File: config.mk
export PLATFORM = sky130hd
export DESIGN_NAME = apb_posted_bridge
export DESIGN_NICKNAME = d
export VERILOG_FILES = /design/src/rtl/apb_posted_bridge.sv
export SDC_FILE = /design/constraint.sdc
export NUM_CORES = 1
export LEC_CHECK = 0
export ABC_CLOCK_PERIOD_IN_PS = 3800
export BUFFER_PORTS_ARGS = -buffer_cell sky130_fd_sc_hd__buf_2
export CORE_MARGIN = 2
export CORE_UTILIZATION = 57
export DETAILED_ROUTE_END_ITERATION = 10
export GPL_ROUTABILITY_DRIVEN = 0
export HOLD_SLACK_MARGIN = 0.02
export PLACE_DENSITY = 0.79
export SYNTH_ARGS = -nofsm -noshare
export SYNTH_HDL_FRONTEND = slang
export SYNTH_SLANG_ARGS = --single-unit
export TNS_END_PERCENT = 30
File: constraint.sdc
create_clock -name APB_CLK -period 3.8 [get_ports APB_CLK]
set_clock_uncertainty 0.15 [all_clocks]
set_input_delay 0.38 -clock APB_CLK [delete_from_list [all_inputs] [get_ports APB_CLK]]
set_output_delay 0.38 -clock APB_CLK [all_outputs]
set_load 0.01 [all_outputs]
File: src/rtl/apb_posted_bridge.sv
// APB-to-APB bridge with a DEPTH-entry posted-write FIFO; reads wait for the FIFO to drain.
// Optional access timeout: define APB_POSTED_TIMEOUT_EN to abort transfers stuck in ACCESS.
module apb_posted_bridge #(
    parameter int DW    = 32,
    parameter int AW    = 16,
    parameter int DEPTH = 4,
    parameter int TW    = 8
) (
    input  logic                        APB_CLK,
    input  logic                        APB_RESETN,
    input  logic                        APBS_PSEL,
    input  logic                        APBS_PENABLE,
    input  logic                        APBS_PWRITE,
    input  logic [AW-1:0]               APBS_PADDR,
    input  logic [DW-1:0]               APBS_PWDATA,
    output logic [DW-1:0]               APBS_PRDATA,
    output logic                        APBS_PREADY,
    output logic                        APBS_PSLVERR,
    output logic                        APBM_PSEL,
    output logic                        APBM_PENABLE,
    output logic                        APBM_PWRITE,
    output logic [AW-1:0]               APBM_PADDR,
    output logic [DW-1:0]               APBM_PWDATA,
    input  logic [DW-1:0]               APBM_PRDATA,
    input  logic                        APBM_PREADY,
    input  logic                        APBM_PSLVERR,
    output logic                        WERR,
    input  logic                        WERR_CLR,
    output logic [$clog2(DEPTH):0]      LEVEL,
    output logic                        IDLE
);
    localparam int PW = $clog2(DEPTH);
    localparam int LW = PW + 1;

    typedef enum logic [1:0] {S_IDLE, S_SETUP, S_ACCESS, S_RESP} state_t;

    state_t        r_state;
    logic [AW-1:0] r_buf_addr [DEPTH];
    logic [DW-1:0] r_buf_data [DEPTH];
    logic [PW-1:0] r_wptr;
    logic [PW-1:0] r_rptr;
    logic [LW-1:0] r_level;
    logic          r_m_psel;
    logic          r_m_penable;
    logic          r_m_pwrite;
    logic [AW-1:0] r_m_paddr;
    logic [DW-1:0] r_m_pwdata;
    logic [DW-1:0] r_rsp_data;
    logic          r_rsp_err;
    logic          r_werr;

    logic          w_full;
    logic          w_push;
    logic          w_read_launch;
    logic          w_tmo_abort;
    logic          w_done;
    logic          w_pop;
    logic          w_xfer_err;
    logic [PW-1:0] w_next_rptr;

    assign w_full        = (r_level == LW'(DEPTH));
    assign w_push        = APBS_PSEL & APBS_PENABLE & APBS_PWRITE & ~w_full;
    assign w_read_launch = APBS_PSEL & APBS_PENABLE & ~APBS_PWRITE & (r_level == '0);
    assign w_done        = (r_state == S_ACCESS) & (APBM_PREADY | w_tmo_abort);
    assign w_pop         = w_done & r_m_pwrite;
    assign w_xfer_err    = APBM_PSLVERR | w_tmo_abort;
    assign w_next_rptr   = r_rptr + 1'b1;

`ifdef APB_POSTED_TIMEOUT_EN
    logic [TW-1:0] r_tmo;

    // Counts ACCESS cycles starting at 1; hitting all-ones without PREADY aborts.
    always_ff @(posedge APB_CLK or negedge APB_RESETN) begin
        if (!APB_RESETN) begin
            r_tmo <= '0;
        end else if (r_state == S_SETUP) begin
            r_tmo <= TW'(1);
        end else if (r_state == S_ACCESS && !APBM_PREADY) begin
            r_tmo <= r_tmo + 1'b1;
        end
    end

    assign w_tmo_abort = (r_state == S_ACCESS) & ~APBM_PREADY & (r_tmo == '1);
`else
    logic [TW-1:0] w_tmo_unused;
    assign w_tmo_unused = '0;
    assign w_tmo_abort  = 1'b0;
`endif

    // Buffer storage carries no reset: contents are only meaningful between the pointers.
    always_ff @(posedge APB_CLK) begin
        if (w_push) begin
            r_buf_addr[r_wptr] <= APBS_PADDR;
            r_buf_data[r_wptr] <= APBS_PWDATA;
        end
    end

    always_ff @(posedge APB_CLK or negedge APB_RESETN) begin
        if (!APB_RESETN) begin
            r_state     <= S_IDLE;
            r_wptr      <= '0;
            r_rptr      <= '0;
            r_level     <= '0;
            r_m_psel    <= 1'b0;
            r_m_penable <= 1'b0;
            r_m_pwrite  <= 1'b0;
            r_m_paddr   <= '0;
            r_m_pwdata  <= '0;
            r_rsp_data  <= '0;
            r_rsp_err   <= 1'b0;
            r_werr      <= 1'b0;
        end else begin
            if (w_push) begin
                r_wptr <= r_wptr + 1'b1;
            end
            if (w_pop) begin
                r_rptr <= w_next_rptr;
            end
            case ({w_push, w_pop})
                2'b10:   r_level <= r_level + 1'b1;
                2'b01:   r_level <= r_level - 1'b1;
                default: r_level <= r_level;
            endcase

            if (w_pop && w_xfer_err) begin
                r_werr <= 1'b1;
            end else if (WERR_CLR) begin
                r_werr <= 1'b0;
            end

            case (r_state)
                S_IDLE: begin
                    if (r_level != '0) begin
                        r_state     <= S_SETUP;
                        r_m_psel    <= 1'b1;
                        r_m_penable <= 1'b0;
                        r_m_pwrite  <= 1'b1;
                        r_m_paddr   <= r_buf_addr[r_rptr];
                        r_m_pwdata  <= r_buf_data[r_rptr];
                    end else if (w_read_launch) begin
                        r_state     <= S_SETUP;
                        r_m_psel    <= 1'b1;
                        r_m_penable <= 1'b0;
                        r_m_pwrite  <= 1'b0;
                        r_m_paddr   <= APBS_PADDR;
                        r_m_pwdata  <= '0;
                    end
                end
                S_SETUP: begin
                    r_state     <= S_ACCESS;
                    r_m_penable <= 1'b1;
                end
                S_ACCESS: begin
                    if (w_done) begin
                        if (r_m_pwrite) begin
                            // Head entry is still counted, so >1 means another write is queued.
                            if (r_level > LW'(1)) begin
                                r_state     <= S_SETUP;
                                r_m_penable <= 1'b0;
                                r_m_paddr   <= r_buf_addr[w_next_rptr];
                                r_m_pwdata  <= r_buf_data[w_next_rptr];
                            end else begin
                                r_state     <= S_IDLE;
                                r_m_psel    <= 1'b0;
                                r_m_penable <= 1'b0;
                            end
                        end else begin
                            r_state     <= S_RESP;
                            r_m_psel    <= 1'b0;
                            r_m_penable <= 1'b0;
                            r_rsp_data  <= w_tmo_abort ? '0 : APBM_PRDATA;
                            r_rsp_err   <= w_xfer_err;
                        end
                    end
                end
                S_RESP: begin
                    r_state   <= S_IDLE;
                    r_rsp_err <= 1'b0;
                end
                default: r_state <= S_IDLE;
            endcase
        end
    end

    assign APBS_PREADY  = w_push | (r_state == S_RESP);
    assign APBS_PSLVERR = r_rsp_err;
    assign APBS_PRDATA  = r_rsp_data;
    assign APBM_PSEL    = r_m_psel;
    assign APBM_PENABLE = r_m_penable;
    assign APBM_PWRITE  = r_m_pwrite;
    assign APBM_PADDR   = r_m_paddr;
    assign APBM_PWDATA  = r_m_pwdata;
    assign WERR         = r_werr;
    assign LEVEL        = r_level;
    assign IDLE         = (r_state == S_IDLE) & (r_level == '0);

endmodule

==> results.cfg <==
[setup_path]
critPathKind = reg -> reg
crit_chain = inv_1 -> ha_1 -> nand2_1 -> and4_1 -> and2_2 -> buf_4
ff2ff_path_depth = 6
cp_slowest_stage_delay_ns = 0.66
end_kind = register
worstPathArrival_ns = 2.76
cpMaxStageDelayCell = and2_2
cp-start-kind = register
r2r_slack_ns = 1.11
crit_required_ns = 3.87
cp_max_fo = 23

[timing]
finalSetupViolations = 0
slew_headroom_pct = 37.7
fin_crit_ns = 2.69
tns_ns = 0
hold_violations = 0
fmax_mhz = 372
grt_setup_unrepaired = no
drv_slew = 0
tightest_slew_ns = 0.931
period_share_pct = 70.8

[global_route]
antenna_found_initial = 1
grt_pass1_wl_mm = 41.9
first_global_vias = 7955
gr-total-overflow = 0
track_usage_pct = 23.9
grt_max_degree = 66

[die]
die_h_um = 152
start_util_pct = 57.5
die_area_mm2 = 0.0230
core_mm2 = 0.0216
ioPinCount = 178
rows = 54
die_width_um = 152

[run]
max_cap_violations = 0

[synthesis]
synth_top_area_cell = edfxtp_1
syn-num-nets = 889
syn_area_mm2 = 0.0124
ys_seq_elements = 286
async_flop_share_pct = 32.9
yosys-top-cells-area = edfxtp_1 (46%), dfrtp_1 (19%), mux4_2 (9.4%)
ys_warn_count = 0
synth-seq-area-share_pct = 65.3
synth_cells = 792
ys.flop_type = edfxtp_1
synth_top_cell_area_share_pct = 46.4
synth-edff-count = 192
yosysUniqueCellTypes = 44
syn_avg_cell_area_um2 = 15.7

[drt]
wire_per_inst_um = 20.7
firstDrtPassIters = 5
via_per_inst = 5.85
drt_iter0_markers = 661
antenna_left = 0
drc_errors = 0
vias = 7900
totalWireLength_mm = 27.9

[pwr]
seqPwrFrac_pct = 38.4
power_frac_comb_pct = 36.6
sw_frac_of_total_pct = 34.3
ir_worst_vdd_mv = 0.559
power.static_leakage_nw = 6.08
switchingPower_mw = 4.02
power_frac_clock_pct = 25.0
power_mw = 11.7
p_int_mw = 7.72
pwr_density_cell_mw_per_mm2 = 764

[placement]
dpl.hpwl_mm = 16.8
port_buffers = 177
place_area_mm2 = 0.0135
placed_cells = 1210

[clock_network]
h-tree-depth = 1
cts_buffers = 29
ctsRootBufferMaster = clkbuf_16
cts_tree = built
post-cts-setup-buffers = 0
clk_latency_ns = 0.55
cts.sinks = 286
path_clk_slew_ns = 0.06
clock_path_buffers = 3

[layout]
drive_gt1_share_pct = 31.8
final_cells = 1350
fin_nets = 1143
design_area_mm2 = 0.0154
fin_util_pct = 71.1
fill_cells = 1364
area_delta_synth_final_pct = 23.6

[worst_hold_path]
hold_path_class = in -> reg
min_path_cells = 3

[status]
run_status = finished, final reports clean
-- logic make-up after synthesis --
group	count (synthesis)	share of synthesized area [%]
xor+xnor	6	0.423
buf+inv	69	3.44
compound gates	174	8.78
flops	286	65.3
fa+ha+maj	9	0.906
mux	152	17.8
simple gates	96	3.34
-- final cells by class --
type                       instances  area, um2  area share, %
sequential                       286       8130           52.9
multi-input combinational        437       3910           25.4
timing repair buffer             282       1950           12.7
clock buffer                      37        776           5.05
tap                              280        350           2.28
clock inverter                    17        215           1.40
inverter                          10       37.5          0.244
antenna                            1       2.50         0.0163
-- state kept, by name, indices dropped and copies added, names as in the netlist --
name and count:
APBM_PWDATA 32, r_wptr 2, r_buf_addr 64, APBS_PSLVERR 1
APBM_PENABLE 1, r_buf_data 128, r_state 2, r_rptr 2
WERR 1, APBM_PSEL 1, LEVEL 3, APBS_PRDATA 32
APBM_PWRITE 1, APBM_PADDR 16
-- routing by layer --
metal  wire length, um  GRT usage [%]  up-vias
met3              2180           4.13       42
met2             14200           41.8      343
li1                  -              -     3603
met5                 0              0        -
met1             11000           30.9     3912
met4               536           6.90        0
-- timing repair --
item	in CTS	in global routing
gates resized for setup	0	0
hold endpoints to repair	268	0
hold buffers	85	0
-- power by group through the flow --
stage	Clock (mW)	Sequential (mW)	Combinational, mW
after floorplan	0	4.43	3.16
after global placement	0	4.53	4.07
after detailed placement	0	4.55	4.22
after CTS	2.97	4.50	4.30
after global routing	3.10	4.60	4.71
final	2.93	4.51	4.30
-- per-stage QoR --
step                      worst slack [ns]  hold WS [ns]
after floorplan                      0.848       -0.0656
after global placement                1.20         0.260
after detailed placement              1.09         0.262
after CTS                             1.07        0.0357
after global routing                 0.947        0.0775
final                                 1.11        0.0545
-- placed cells by master, fill, tap and decap left out, types with 6 or more instances in the layout --
cell	n
mux4_2	52
o221ai_1	22
dlygate4sd3_1	85
mux2_2	31
dfrtp_1	92
nand2_1	75
mux2i_1	67
edfxtp_1	192
clkbuf_1	6
o21ai_0	29
o22ai_1	22
clkbuf_16	29
ha_1	9
o2bb2ai_1	16
o21ai_1	47
a21oi_1	20
buf_4	16
buf_2	176
a22oi_1	10
inv_1	9
-- worst max-delay path, delay by kind of cell, from the launching register on --
kind | cells | cell delay, ns
and+or+nand+nor | 3 | 1.10
buffers and inverters | 2 | 0.46
DFF | 1 | 0.43
adders and majority gates | 1 | 0.22
-- cell usage after synthesis, types with 8 or more instances --
master / number
buf_4: 8
inv_1: 9
nand2_1: 75
buf_6: 16
clkbuf_1: 17
buf_2: 15
mux4_2: 52
edfxtp_1: 192
dfrtp_1: 94
o2bb2ai_1: 16
o21ai_1: 47
ha_1: 9
o21ai_0: 29
o221ai_1: 22
o22ai_1: 22
a22oi_1: 10
a21oi_1: 20
mux2_2: 31
mux2i_1: 67
-- worst paths after layout --
check,start,endpoint
worst max-delay path,LEVEL[0],r_buf_data[0][12]
worst min-delay path,APBM_PSLVERR,APBS_PSLVERR
worst max register to register,LEVEL[0],r_buf_data[0][12]
min in group asynchronous,APB_RESETN,APBS_PRDATA[3]
max in group asynchronous,APB_RESETN,APBM_PWDATA[18]
worst min register to register,APBM_PADDR[1],APBM_PADDR[1]
(Power assumes the default switching activity.)
